===== config.mk =====
export PLATFORM = sky130hd
export DESIGN_NAME = uart_tx_scheduler
export DESIGN_NICKNAME = d
export VERILOG_FILES = /design/src/rtl/uart_sched_pkg.sv /design/src/rtl/uart_tx_scheduler_rr_arbiter.sv /design/src/rtl/uart_tx_scheduler.sv
export SDC_FILE = /design/constraint.sdc
export NUM_CORES = 1
export LEC_CHECK = 0
export ABC_AREA = 1
export CAP_MARGIN = 20
export CORE_MARGIN = 4
export CORE_UTILIZATION = 31
export CTS_CLUSTER_SIZE = 14
export DETAILED_ROUTE_END_ITERATION = 12
export PLACE_DENSITY = 0.68
export RECOVER_POWER = 50
export SYNTH_ARGS = -nofsm -noshare
export SYNTH_HDL_FRONTEND = slang
export SYNTH_SLANG_ARGS = --single-unit

===== constraint.sdc =====
create_clock -name clock -period 5.2 [get_ports clock]
set_input_delay 1.56 -clock clock [delete_from_list [all_inputs] [get_ports clock]]
set_output_delay 1.56 -clock clock [all_outputs]
set_load 0.03 [all_outputs]

===== src/rtl/uart_sched_pkg.sv =====
// Shared types and constants for the UART transmit scheduler.
// The transmitter's busy line is active-low, so both levels are named here.
package uart_sched_pkg;

   typedef enum logic [2:0] {
      IDLE,
      LOAD,
      WAIT_START,
      WAIT_DONE,
      NEXT
   } sched_state_t;

   localparam logic UART_NOT_BUSY = 1'b1;
   localparam logic UART_BUSY     = 1'b0;

   localparam logic [15:0] DEFAULT_PRESCALER_VAL = 16'd5208;

endpackage


===== src/rtl/uart_tx_scheduler_rr_arbiter.sv =====
// Combinational round-robin picker: first requester at or after 'pointer',
// wrapping modulo N; one-hot grant plus its binary index.
module rr_arbiter #(
   parameter int N  = 4,
   parameter int IW = $clog2(N)
) (
   input  logic [N-1:0]  req,
   input  logic [IW-1:0] pointer,
   output logic [N-1:0]  grant,
   output logic [IW-1:0] index
);

   localparam logic [IW:0] NUM = (IW + 1)'(N);

   logic [IW:0]   cand;
   logic [IW-1:0] cand_idx;
   logic          found;

   always_comb begin
      grant    = '0;
      index    = '0;
      found    = 1'b0;
      cand     = '0;
      cand_idx = '0;
      for (int off = 0; off < N; off++) begin
         cand = {1'b0, pointer} + (IW + 1)'(off);
         if (cand >= NUM) begin
            cand = cand - NUM;
         end
         cand_idx = cand[IW-1:0];
         if (!found && req[cand_idx]) begin
            found           = 1'b1;
            grant[cand_idx] = 1'b1;
            index           = cand_idx;
         end
      end
   end

endmodule


===== src/rtl/uart_tx_scheduler.sv =====
// Round-robin, packet-locked sharing of one 8N1 UART transmitter among NUM_REQ requesters.
// Optional watchdog on the transmitter handshake: define UART_TX_SCHED_TIMEOUT_EN.
module uart_tx_scheduler
   import uart_sched_pkg::*;
#(
   parameter int          NUM_REQ           = 4,
   parameter logic [15:0] DEFAULT_PRESCALER = DEFAULT_PRESCALER_VAL,
   parameter logic [31:0] TIMEOUT_CYCLES    = 32'd2000000
) (
   input  logic                 clock,
   input  logic                 reset,
   input  logic [NUM_REQ-1:0]   req_valid,
   input  logic [8*NUM_REQ-1:0] req_data,
   input  logic [NUM_REQ-1:0]   req_last,
   output logic [NUM_REQ-1:0]   req_ready,
   output logic [NUM_REQ-1:0]   grant,
   input  logic [15:0]          cfg_prescaler,
   input  logic                 cfg_update,
   input  logic                 uart_busy,
   output logic [7:0]           uart_data,
   output logic                 uart_transmit,
   output logic [15:0]          prescaler,
   output logic                 sched_idle
`ifdef UART_TX_SCHED_TIMEOUT_EN
   ,
   output logic                 sched_timeout
`endif
);

   localparam int IW = $clog2(NUM_REQ);
   localparam logic [IW-1:0] LAST_IDX = IW'(NUM_REQ - 1);

   sched_state_t       state, state_next;
   logic [IW-1:0]      idx, idx_next;
   logic [IW-1:0]      ptr, ptr_next;
   logic [IW-1:0]      ptr_after_owner;
   logic [NUM_REQ-1:0] grant_next, ready_next;
   logic [NUM_REQ-1:0] arb_grant;
   logic [IW-1:0]      arb_index;
   logic [7:0]         data_next;
   logic               transmit_next;
   logic [15:0]        prescaler_next;
   logic               pend, pend_next;
   logic [15:0]        pend_val, pend_val_next;
   logic               last_flag, last_next;
   logic               in_wait;

`ifdef UART_TX_SCHED_TIMEOUT_EN
   logic [31:0] wd_count, wd_next;
   logic        timeout_next;
`endif

   rr_arbiter #(
      .N  (NUM_REQ),
      .IW (IW)
   ) u_arb (
      .req     (req_valid),
      .pointer (ptr),
      .grant   (arb_grant),
      .index   (arb_index)
   );

   assign ptr_after_owner = (idx == LAST_IDX) ? '0 : idx + 1'b1;
   assign in_wait         = (state == WAIT_START) || (state == WAIT_DONE);
   assign sched_idle      = (state == IDLE) && !pend;

   // A pending baud change always wins over arbitration so the link never
   // starts a frame with a stale prescaler.
   always_comb begin
      state_next     = state;
      idx_next       = idx;
      ptr_next       = ptr;
      grant_next     = grant;
      ready_next     = '0;
      data_next      = uart_data;
      transmit_next  = uart_transmit;
      prescaler_next = prescaler;
      pend_next      = pend;
      pend_val_next  = pend_val;
      last_next      = last_flag;
`ifdef UART_TX_SCHED_TIMEOUT_EN
      timeout_next   = 1'b0;
      wd_next        = '0;
`endif

      case (state)
         IDLE: begin
            if (pend) begin
               prescaler_next = pend_val;
               pend_next      = 1'b0;
            end else if (|req_valid) begin
               grant_next = arb_grant;
               idx_next   = arb_index;
               state_next = LOAD;
            end
         end
         LOAD: begin
            data_next     = req_data[{idx, 3'b000} +: 8];
            last_next     = req_last[idx];
            transmit_next = 1'b0;
            state_next    = WAIT_START;
         end
         WAIT_START: begin
            // Raising transmit as soon as busy shows keeps the transmitter from chaining a second frame.
            if (uart_busy == UART_BUSY) begin
               transmit_next   = 1'b1;
               ready_next[idx] = 1'b1;
               state_next      = WAIT_DONE;
            end
         end
         WAIT_DONE: begin
            if (uart_busy == UART_NOT_BUSY) begin
               if (last_flag) begin
                  ptr_next   = ptr_after_owner;
                  grant_next = '0;
                  state_next = IDLE;
               end else begin
                  state_next = NEXT;
               end
            end
         end
         NEXT: begin
            if (req_valid[idx]) begin
               state_next = LOAD;
            end
         end
         default: begin
            state_next = IDLE;
         end
      endcase

      if (cfg_update) begin
         pend_next     = 1'b1;
         pend_val_next = cfg_prescaler;
      end

`ifdef UART_TX_SCHED_TIMEOUT_EN
      if (in_wait && (wd_count == TIMEOUT_CYCLES - 32'd1)) begin
         transmit_next = 1'b1;
         grant_next    = '0;
         ready_next    = '0;
         ptr_next      = ptr_after_owner;
         state_next    = IDLE;
         timeout_next  = 1'b1;
      end
      if (in_wait && (state_next == state)) begin
         wd_next = wd_count + 32'd1;
      end
`endif
   end

   always_ff @(posedge clock) begin
      if (!reset) begin
         state         <= IDLE;
         idx           <= '0;
         ptr           <= '0;
         grant         <= '0;
         req_ready     <= '0;
         uart_data     <= '0;
         uart_transmit <= 1'b1;
         prescaler     <= DEFAULT_PRESCALER;
         pend          <= 1'b0;
         pend_val      <= '0;
         last_flag     <= 1'b0;
      end else begin
         state         <= state_next;
         idx           <= idx_next;
         ptr           <= ptr_next;
         grant         <= grant_next;
         req_ready     <= ready_next;
         uart_data     <= data_next;
         uart_transmit <= transmit_next;
         prescaler     <= prescaler_next;
         pend          <= pend_next;
         pend_val      <= pend_val_next;
         last_flag     <= last_next;
      end
   end

`ifdef UART_TX_SCHED_TIMEOUT_EN
   always_ff @(posedge clock) begin
      if (!reset) begin
         wd_count      <= '0;
         sched_timeout <= 1'b0;
      end else begin
         wd_count      <= wd_next;
         sched_timeout <= timeout_next;
      end
   end
`endif

endmodule


* After elaboration in Yosys (flattened, before gate mapping) *
Cells that the tools add are included.

word-level totals
  register bits = 58
  input port bits = 60
  output and inout bits = 34
  logic and storage cells = 130

operators by class
  $add $sub $neg = 8
  order comparisons = 14
  equality and inequality tests = 11
  shift-type cells = 1
  multiplexer cells = 54
  bitwise operators = 6
  reductions and logical operators = 25

operators with widths
  kind                                                                   count
  4-bit 2-to-1 mux                                                       8
  32-bit by 6-bit variable part select with 8-bit output                 1
  2-bit 2-to-1 mux                                                       9
  3-bit 2-to-1 mux                                                       6
  1-bit 2-to-1 mux                                                       17
  2-bit by 3-bit < comparator with 1-bit output, second input constant   5
  3-bit case mux with 5 select lines                                     1
  1-bit binary-select mux with 2-bit select                              6
  4-bit bitwise OR                                                       3
  1-bit demux with 2-bit select                                          5
  2-bit by 1-bit >= comparator with 1-bit output, second input constant  5
  2-bit inequality test, second input constant                           5
  5-bit AND reduction                                                    2
  3-bit >= comparator, second input constant                             3
  1-bit logical AND                                                      9
  4-bit case mux with 2 select lines                                     1
  2-bit by 1-bit subtractor with 2-bit output, second input constant     4
  2-bit by 2-bit adder with 3-bit output, second input constant          2
  3-bit by 2-bit == test with 1-bit output, second input constant        2
  3-bit AND reduction                                                    2
  2-bit nonzero test                                                     3
  1-bit zero test                                                        4
  2-bit AND reduction                                                    2
  4-bit OR reduction                                                     1
  11 further kinds                                                       13

* Longest topological paths before layout *
Gate-level depths: netlist of run 1.

  depth in word-level cells = 17
  mapped depth = 12
  depth with buffers taken out = 11

* Cells and area by module *
A second synthesis of run 1 with hierarchy kept.

unflattened totals
  cell total of the unflattened synthesis = 447
  area total of the unflattened synthesis = 3036.7 um2

modules (own cells, without submodules)
  module             times used  cells each  area an instance (um2)
  uart_tx_scheduler  1           374         2597.5
  rr_arbiter         1           73          439.2

* Worst setup path before layout of run 1 *
No wires, ideal clock.

  kind = register to output
  start = reg state[1]
  end = out sched_idle
  data arrival time = 0.920 ns
  data required time = 3.640 ns
  path slack = 2.720 ns
  stages on the path, launching flop included = 4
  path buffers = 0
  cell sequence = dfxtp_1 > inv_2 > nand3_2 > nor2_1

on the way
  longest elaborated chain between the ends = 2

RTL lines
  item                    line                      source
  start, declared         uart_tx_scheduler.sv:33   sched_state_t state, state_next;
  start signal, assigned  uart_tx_scheduler.sv:166  state <= state_next;
  3-bit zero test         uart_tx_scheduler.sv:65   assign sched_idle = (state == IDLE) && !pend;
  1-bit logical AND       uart_tx_scheduler.sv:65
  end, declared           uart_tx_scheduler.sv:23   output logic sched_idle

No other way between the ends.

==> results of run 1 <==
## worst max path at each step
stage	cells past startpoint	end	slack, ns
4_1_cts	4	sched_idle	1.87
6_report	6	uart_data[4]$_SDFFE_PN0P_	1.39
5_1_grt	6	uart_data[5]$_SDFFE_PN0P_	1.19
2_1_floorplan	3	sched_idle	2.72
3_5_place_dp	6	uart_data[4]$_SDFFE_PN0P_	1.84
3_3_place_gp	6	uart_data[6]$_SDFFE_PN0P_	1.88
## worst min-delay path, cell delays in order (launching register included)
cell     delay, ns
dfxtp_1       0.32
nand2_1       0.05
nand3_1       0.05
## layout by cell type, fill, tap and decap left out, types with 2 or more instances in the layout
cell             synthesis  final
nand3_1                 32     32
dlygate4sd3_1            0     26
ha_1                    12     12
nand2_4                  3      3
nand2_2                  3      3
clkinv_2                 0      2
nor2_1                  61     61
o21ai_0                 46     46
clkbuf_8                 0     12
nand2_8                  2      2
o21ai_1                  4      4
inv_1                   33     33
o22ai_1                 10     10
nor2_2                   2      2
clkdlybuf4s50_1          0     67
inv_2                    7      7
a21boi_0                 4      4
dfxtp_1                 58     58
a21oi_1                 34     37
nand2_1                 68     68
## report_power, final
part	switching, W	total [W]	internal [W]
logic	0.000438	0.000701	0.000264
registers	0.0000685	0.000600	0.000531
clock network	0.000172	0.000432	0.000259
total	0.000678	0.00173	0.00105
## per-layer routing
metal  share of wire [%]  track usage (%)
met5                   0                0
met4                 1.7             5.64
met3                 5.0             3.58
met2                  52             26.1
met1                  41             15.1
## kinds of logic (layout without fill, tap and decap cells)
kind of cell	count (synthesis)	after routing
AND/OR/NAND/NOR	178	178
adder cells (fa/ha/maj)	12	12
flip-flops	58	58
buffers and inverters	62	153
AO/OA/AOI/OAI	106	106
## registers in the layout, indices dropped and copies added, names as in the netlist
name / count
prescaler: 16
uart_transmit: 1
ptr: 2
grant: 4
state: 3
req_ready: 4
last_flag: 1
idx: 2
pend_val: 16
pend: 1
uart_data: 8
## metrics by stage
| stage | utilization (%) | area, µm² |
|---|---|---|
| finish | 45.2 | 4200 |
| global route | 45.2 | 4200 |
| CTS | 45.4 | 4210 |
| detailed placement | 43.1 | 4000 |
| global placement | 43.1 | 4000 |
| floorplan | - | 2980 |
## area by class of cell
class	count	area [µm²]
repair buffers	94	935
fillers	993	5090
clock buffers	12	165
flip-flops and latches	58	1160
multi-input cells	296	1550
clock inverters	4	48.8
inverters	43	180
well taps	129	161
==> key figures, run 1 <==
Worst setup path
  – Most used cell, CP: inv_1
  – WS Path Type: primary input to flip-flop
  – Flop2flop setup slack: 2.98 ns
  – Worst Path Required: 5.47 ns
  – Top delay family on crit path: buffers and inverters
  – Critical path buffers and inverters: 4
  – Crit Path Max Fanout: 30
  – Crit-path slowest cell: clkbuf_1
  – Worst setup EP type: flip-flop
  – Critical path startpoint: reset
  – Crit path arrival time: 4.08 ns
  – Reg2reg path depth: 7
  – FF-to-FF End: state[1]$_SDFFE_PN0P_
  – Max incr delay on CP: 0.76 ns
  – Worst flop-to-flop path startpoint: idx[0]$_SDFFE_PN0P_
  – CP Launch Type: primary input
  – Cell Chain, Critical Path: dlygate4sd3_1 -> clkbuf_1 -> inv_1 -> a21oi_1 -> o21ai_0 -> inv_1

Final layout
  – Nets: 574
  – Area delta synth->final: 40.8%
  – Share of cells above drive strength 1: 8.09%
  – Non-filler cells, final: 636
  – # diodes: 0

Floorplanning
  – IO Count: 94
  – Die Span Y: 106 µm
  – Die ar.: 11200 µm²
  – Core area: 9280 µm²
  – Initial core utilization: 32.1%
  – Row cnt: 35
  – Die Span X: 106 µm

Power
  – VDD IR max: 0.000174 V
  – Lkg Pwr: 1.78 nW
  – Total Power: 0.00173 W
  – Cell Pwr Density: 413 nW/µm²

STA
  – TNS Setup: 0 ns
  – Fin crit share: 73.3%
  – RSZ-0062 raised after global routing: no
  – Worst slew pin tran: 1.03 ns
  – Final hold violations: 0
  – Fmax: 262 MHz
  – Clock skew: 0.00864 ns
  – Final setup vio count: 0
  – Min cycle time layout: 3.81 ns
  – Worst slew margin: 31.1%
  – WHS: 0.458 ns
  – Setup ws final: 1.39 ns
  – Slew Limit Fails: 0

Route
  – Vias per cell: 4.70
  – Via count: 2988
  – Antenna Nets Post-Route: 0
  – Wire per inst: 12.5 µm
  – TritonRoute pass-1 iters: 4
  – DRT iter0 DRCs: 156
  – Residual DRC: 0
  – Routed wire length: 7.92 mm

Yosys
  – EDFF count, synth: 0
  – Ys Warns: 0
  – Post-Synth Simple-Gate Area: 27.8%
  – Syn_nets: 488
  – Post-synthesis compound-gate area fraction: 19.4%
  – Async set-reset flop share out of synthesis: 0%
  – Cell Area, Synth: 2980 µm²
  – Seq cells post-synth: 58
  – XOR/XNOR Fraction of Synth Area: 0%
  – Post-synthesis cell count: 416
  – Most frequent cells after synthesis: 68 x nand2_1, 61 x nor2_1, 58 x dfxtp_1, 46 x o21ai_0, 34 x a21oi_1
  – Adder-Cell Fraction of Synth Area: 5.04%
  – Top cells by area, synth: dfxtp_1 39%, nand2_1 8.6%, o21ai_0 7.7%
  – Cell with the most instances after synthesis: nand2_1
  – Top_reg_cell synth: dfxtp_1
  – Mux cell area share after synthesis: 0%
  – Seq/Total Area, Yosys: 39.0%
  – Library cells used by synthesis: 34
  – Largest area contributor in the netlist: dfxtp_1
  – Area share of the largest cell type after synthesis: 39.0%
  – Mean area per synthesized cell: 7.16 µm²
  – Largest family of logic cells by synthesized area: simple AND/OR/NAND/NOR gates

Worst hold path
  – Hold_sp: pend_val[10]$_SDFFE_PN0P_
  – Hold Crit Depth: 2
  – Worst hold path class: flip-flop to flip-flop
  – Hold Path Sink: prescaler[10]$_SDFFE_PN1P_

Place
  – Gpl congestion: 0.872
  – Hpwl dp: 5.89 mm
  – Port Buffers: 93
  – Placed insts: 620
  – Dpl ws: 1.84 ns

Clocking
  – Root Driver: clkbuf_8
  – Worst skew pair latency: 0.33 ns
  – Worst-case clock buffer depth: 2
  – CTS tree: yes
  – Clock slew at reported path FFs: 0.07 ns
  – Clock tree sinks: 58
  – CTS HTree Levels: 3
  – CTS Hold Buffers Added: 0
  – Post-CTS setup buffers: 0
  – CTS buffer count: 9
  – CTS resizes: 0

GRT
  – Total Routing Usage GR: 14.1%
  – Overflow after GRT: 0
  – First-pass GRT wire length: 13.0 mm
  – Initial antenna violation count: 0
  – Vias in the first global route: 2950
  – Largest net degree at the start of global routing: 31

Job
  – Max-cap violation count: 0

Status
  – Status: complete, no violations
(Power assumes the default switching activity.)
==> run 2, diff against run 1 <==
--- a/config.mk
+++ b/config.mk
@@ -11,7 +11,7 @@
 export CORE_UTILIZATION = 31
 export CTS_CLUSTER_SIZE = 14
 export DETAILED_ROUTE_END_ITERATION = 12
-export PLACE_DENSITY = 0.68
+export PLACE_DENSITY = 0.7
 export RECOVER_POWER = 50
 export SYNTH_ARGS = -nofsm -noshare
 export SYNTH_HDL_FRONTEND = slang
==> constraint.sdc (replaced) <==
create_clock -name clock -period 3.4 [get_ports clock]
set_input_delay 1.02 -clock clock [delete_from_list [all_inputs] [get_ports clock]]
set_output_delay 1.02 -clock clock [all_outputs]
set_load 0.03 [all_outputs]
==> key figures, run 2 (same netlist as run 1, synthesis figures left out) <==
Final layout
  – Most frequent cells in the layout: 82 x clkdlybuf4s50_1, 68 x nand2_1, 63 x nor2_1
  – Area delta synth->final: 41.6%
  – Most common cell after layout, fill and taps aside: clkdlybuf4s50_1
  – Nets: 577
  – # diodes: 0
  – Largest registers: pend_val x16, prescaler x16, uart_data x8
  – Share of cells above drive strength 1: 8.24%
  – Non-filler cells, final: 639

Worst setup path
  – Worst Path Required: 3.66 ns
  – WS Path Type: primary input to flip-flop
  – Cell Chain, Critical Path: dlygate4sd3_1 -> inv_1 -> nand2_2 -> nand3_4 -> nand2_8 -> nor2_1 -> nand3_1 -> nand3_1 -> nand2_1 -> a21oi_2
  – Most used cell, CP: nand3_1
  – Crit path arrival time: 3.00 ns
  – Flop2flop setup slack: 0.87 ns
  – Worst setup EP type: flip-flop
  – CP Launch Type: primary input
  – Crit Path Max Fanout: 10
  – Max incr delay on CP: 0.60 ns
  – Crit-path slowest cell: dlygate4sd3_1

GRT
  – First-pass GRT wire length: 13.6 mm
  – Largest net degree at the start of global routing: 26
  – Overflow after GRT: 0
  – Vias in the first global route: 2929
  – Total Routing Usage GR: 14.6%
  – Initial antenna violation count: 0

Place
  – Hpwl dp: 5.94 mm
  – Gpl congestion: 0.792
  – Port Buffers: 93
  – Placed insts: 623

Route
  – Residual DRC: 0
  – DRT iter0 DRCs: 141
  – Wire per inst: 12.7 µm
  – Antenna Nets Post-Route: 0
  – Via count: 3010
  – Vias per cell: 4.71
  – TritonRoute pass-1 iters: 4
  – Routed wire length: 8.14 mm

Floorplanning
  – Initial core utilization: 32.1%
  – Die ar.: 11200 µm²
  – Row cnt: 35
  – Core area: 9280 µm²
  – Die Span Y: 106 µm
  – Die Span X: 106 µm
  – IO Count: 94

STA
  – Fin crit share: 80.8%
  – Worst slew margin: 33.3%
  – Slew Limit Fails: 0
  – Min cycle time layout: 2.75 ns
  – Fmax: 364 MHz
  – RSZ-0062 raised after global routing: no
  – TNS Setup: 0 ns
  – Clock skew: 0.00713 ns
  – Worst slew pin tran: 1.00 ns
  – Final setup vio count: 0
  – Final hold violations: 0

Power
  – Cell Pwr Density: 649 nW/µm²
  – Lkg Pwr: 1.76 nW
  – VDD IR max: 0.000325 V

Worst hold path
  – Worst hold path class: flip-flop to flip-flop

Clocking
  – Post-CTS setup buffers: 0
  – CTS resizes: 0
  – Worst-case clock buffer depth: 2
  – CTS buffer count: 9
  – Clock tree sinks: 58
  – CTS Hold Buffers Added: 0
  – Clock slew at reported path FFs: 0.06 ns
  – Root Driver: clkbuf_8
  – CTS tree: yes
  – Worst skew pair latency: 0.33 ns
  – CTS HTree Levels: 3

Job
  – Max-cap violation count: 0

Status
  – Status: complete, no violations
run 2: cell types whose count changed in the layout (fill, tap and decap cells not counted), moves of 2 or more:
cell             before  now
a21oi_1              37   34
a21oi_2               1    4
clkbuf_1              1    4
clkdlybuf4s50_1      67   82
dlygate4sd3_1        26   11
nor2_1               61   63
o21ai_0              46   49
o21ai_1               4    1
run 2: routing by layer:
layer	wire (µm)	vias to the layer above	track usage, %	part of all wire [%]
li1	-	1539	-	-
met3	460	12	2.91	5.7
met4	107	0	4.44	1.3
met1	3250	1371	16.3	40
met2	4320	88	27.5	53
met5	0	-	0	0
run 2: through the flow:
stage	hold slack [ns]	power (W)	worst slack (ns)	area (µm²)	util, %
after global routing	0.486	0.00293	0.449	4220	45.4
after detailed placement	0.447	0.00205	0.637	4020	43.3
after floorplan	0.424	0.00165	1.46	2980	-
final	0.453	0.00274	0.654	4220	45.4
after CTS	0.456	0.00278	0.651	4250	45.8
after global placement	0.444	0.00202	0.716	4020	43.3
run 2: worst paths after layout:
path | depth (start not counted) | start | endpoint
max | 10 | req_valid[2] | grant[3]$_SDFFE_PN0P_
min | 2 | pend_val[12]$_SDFFE_PN0P_ | prescaler[12]$_SDFFE_PN1P_
max reg2reg | 10 | ptr[0]$_SDFFE_PN0P_ | grant[3]$_SDFFE_PN0P_
min reg2reg | 2 | pend_val[12]$_SDFFE_PN0P_ | prescaler[12]$_SDFFE_PN1P_
run 2: power breakdown:
part	switching, W	leakage, nW	internal (W)	total, W
combinational	0.000680	1.17	0.000421	0.00110
sequential	0.0000964	0.476	0.000812	0.000908
clock	0.000276	0.117	0.000453	0.000729
run 2: cell type report:
class	count	area (µm²)
Inverter	43	180
Timing Repair Buffer	97	950
Fill cell	948	5060
Tap cell	129	161
Sequential cell	58	1160
Clock buffer	12	155
Multi-Input combinational cell	296	1540
Clock inverter	4	73.8
run 2: worst max-delay path: cells and delay by family:
family | cells | cell delay [ns]
AOI/OAI and AO/OA | 1 | 0.11
buffers and inverters | 2 | 0.73
and+or+nand+nor | 7 | 1.13
==> run 3, diff against run 2 <==
==> constraint.sdc (replaced) <==
create_clock -name clock -period 2.4 [get_ports clock]
set_input_delay 0.72 -clock clock [delete_from_list [all_inputs] [get_ports clock]]
set_output_delay 0.72 -clock clock [all_outputs]
set_load 0.03 [all_outputs]
==> key figures, run 3 (same netlist as run 1, synthesis figures left out) <==
Floorplanning
  – Initial core utilization: 32.1%
  – Die ar.: 11200 µm²
  – Core area: 9280 µm²
  – IO Count: 94
  – Row cnt: 35
  – Die Span X: 106 µm
  – Die Span Y: 106 µm

Worst setup path
  – Crit-path slowest cell: dlygate4sd2_1
  – Critical path buffers and inverters: 2
  – Worst setup EP type: primary output
  – WS Path Type: flip-flop to primary output
  – CP Launch Type: flip-flop
  – Crit path arrival time: 1.47 ns
  – Top delay family on crit path: buffers and inverters
  – Crit Path Max Fanout: 4
  – Worst Path Required: 1.68 ns
  – Max incr delay on CP: 0.43 ns
  – Cell Chain, Critical Path: inv_2 -> nand3_1 -> nor2_1 -> dlygate4sd2_1

Clocking
  – CTS HTree Levels: 3
  – Clock tree sinks: 58
  – Root Driver: clkbuf_8
  – Post-CTS setup buffers: 0
  – Worst-case clock buffer depth: 2
  – CTS buffer count: 9
  – Clock slew at reported path FFs: 0.08 ns
  – Worst skew pair latency: 0.34 ns
  – CTS tree: yes

STA
  – Worst slew pin tran: 1.01 ns
  – Setup ws final: 0.207 ns
  – Worst slew margin: 32.5%
  – RSZ-0062 raised after global routing: no
  – Fin crit share: 91.4%
  – WHS: 0.453 ns
  – Clock skew: 0.0132 ns
  – Fmax: 456 MHz
  – Slew Limit Fails: 0
  – Final setup vio count: 0
  – Min cycle time layout: 2.19 ns
  – TNS Setup: 0 ns
  – Final hold violations: 0

Power
  – Cell Pwr Density: 910 nW/µm²
  – VDD IR max: 0.000387 V
  – Lkg Pwr: 1.76 nW

Place
  – Dpl ws: 0.148 ns
  – Port Buffers: 93
  – Hpwl dp: 5.98 mm
  – Gpl congestion: 0.783

Worst hold path
  – Worst hold path class: flip-flop to flip-flop

Route
  – Wire per inst: 12.7 µm
  – Vias per cell: 4.56
  – DRT iter0 DRCs: 138
  – Routed wire length: 8.15 mm
  – TritonRoute pass-1 iters: 4
  – Residual DRC: 0
  – Via count: 2935
  – Antenna Nets Post-Route: 0

Final layout
  – Area of the multi-input gates: 1540 µm²
  – Share of cells above drive strength 1: 9.14%
  – Area delta synth->final: 42.9%
  – Fill count: 960
  – Most common cell after layout, fill and taps aside: clkdlybuf4s50_1
  – # diodes: 0
  – Most frequent cells in the layout: 91 x clkdlybuf4s50_1, 69 x nand2_1, 61 x nor2_1
  – Largest registers: pend_val x16, prescaler x16, uart_data x8
  – Nets: 581
  – Sequential Area: 1160 µm²

GRT
  – Vias in the first global route: 2894
  – Initial antenna violation count: 0
  – Total Routing Usage GR: 14.8%
  – First-pass GRT wire length: 13.6 mm
  – Overflow after GRT: 0
  – Largest net degree at the start of global routing: 26

Status
  – Status: complete, no violations

Job
  – Max-cap violation count: 0
[run 3: cell count changes in the layout (fill, tap and decap cells not counted), moves of 2 or more]
cell,delta
clkdlybuf4s50_1,+9
nor2_1,-2
dlygate4sd3_1,-10
clkbuf_1,-3
inv_2,-2
inv_1,+2
buf_4,+5
[run 3: final cells by class]
class	count	area share [%]
well taps	129	3.79
inverters	43	4.23
flip-flops and latches	58	27.3
multi-input cells	296	36.3
clock buffers	10	3.23
repair buffers	101	23.1
clock inverters	6	2.12
[run 3: worst register-to-register path, cell delays in order (launching register included)]
cell,delay [ns]
dfxtp_1,0.39
inv_2,0.07
nand3_1,0.17
inv_1,0.10
nand2_1,0.49
inv_1,0.45
nand2_1,0.15
nand3_1,0.08
[run 3: worst paths after layout]
path                            start                        end  slack [ns]  cells after the start
max reg2reg     state[1]$_SDFFE_PN0P_  prescaler[4]$_SDFFE_PN1P_        0.36                      7
max             state[1]$_SDFFE_PN0P_                 sched_idle        0.21                      4
min          pend_val[5]$_SDFFE_PN0P_  prescaler[5]$_SDFFE_PN0P_        0.45                      2
min reg2reg  pend_val[5]$_SDFFE_PN0P_  prescaler[5]$_SDFFE_PN0P_        0.45                      2
[run 3: power by group]
part / internal, W / switching (W) / total (W)
combinational: 0.000606 / 0.000990 / 0.00160
clock: 0.000614 / 0.000411 / 0.00103
sequential: 0.00115 / 0.000105 / 0.00125
total: 0.00237 / 0.00151 / 0.00388
[run 3: per-stage QoR]
step	power (W)	util (%)	cell area [µm²]	cells
5_1_grt	0.00415	45.9	4260	643
2_1_floorplan	0.00234	-	2980	416
3_5_place_dp	0.00292	43.6	4050	627
6_report	0.00388	45.9	4260	643
3_3_place_gp	0.00289	43.6	4050	627
4_1_cts	0.00395	46.1	4280	643
[run 3: layer usage]
metal  GRT usage [%]  share of wire [%]
met2            27.3                 52
met5               0                  0
met4            4.53                1.0
met3            3.16                4.4
met1            17.0                 42
[run 3: timing repair]
action | CTS | global route
endpoints found under the hold margin | 0 | 0
resized for setup | 1 | 0
hold buffers | 0 | 0
endpoints found under the setup margin | 1 | 0
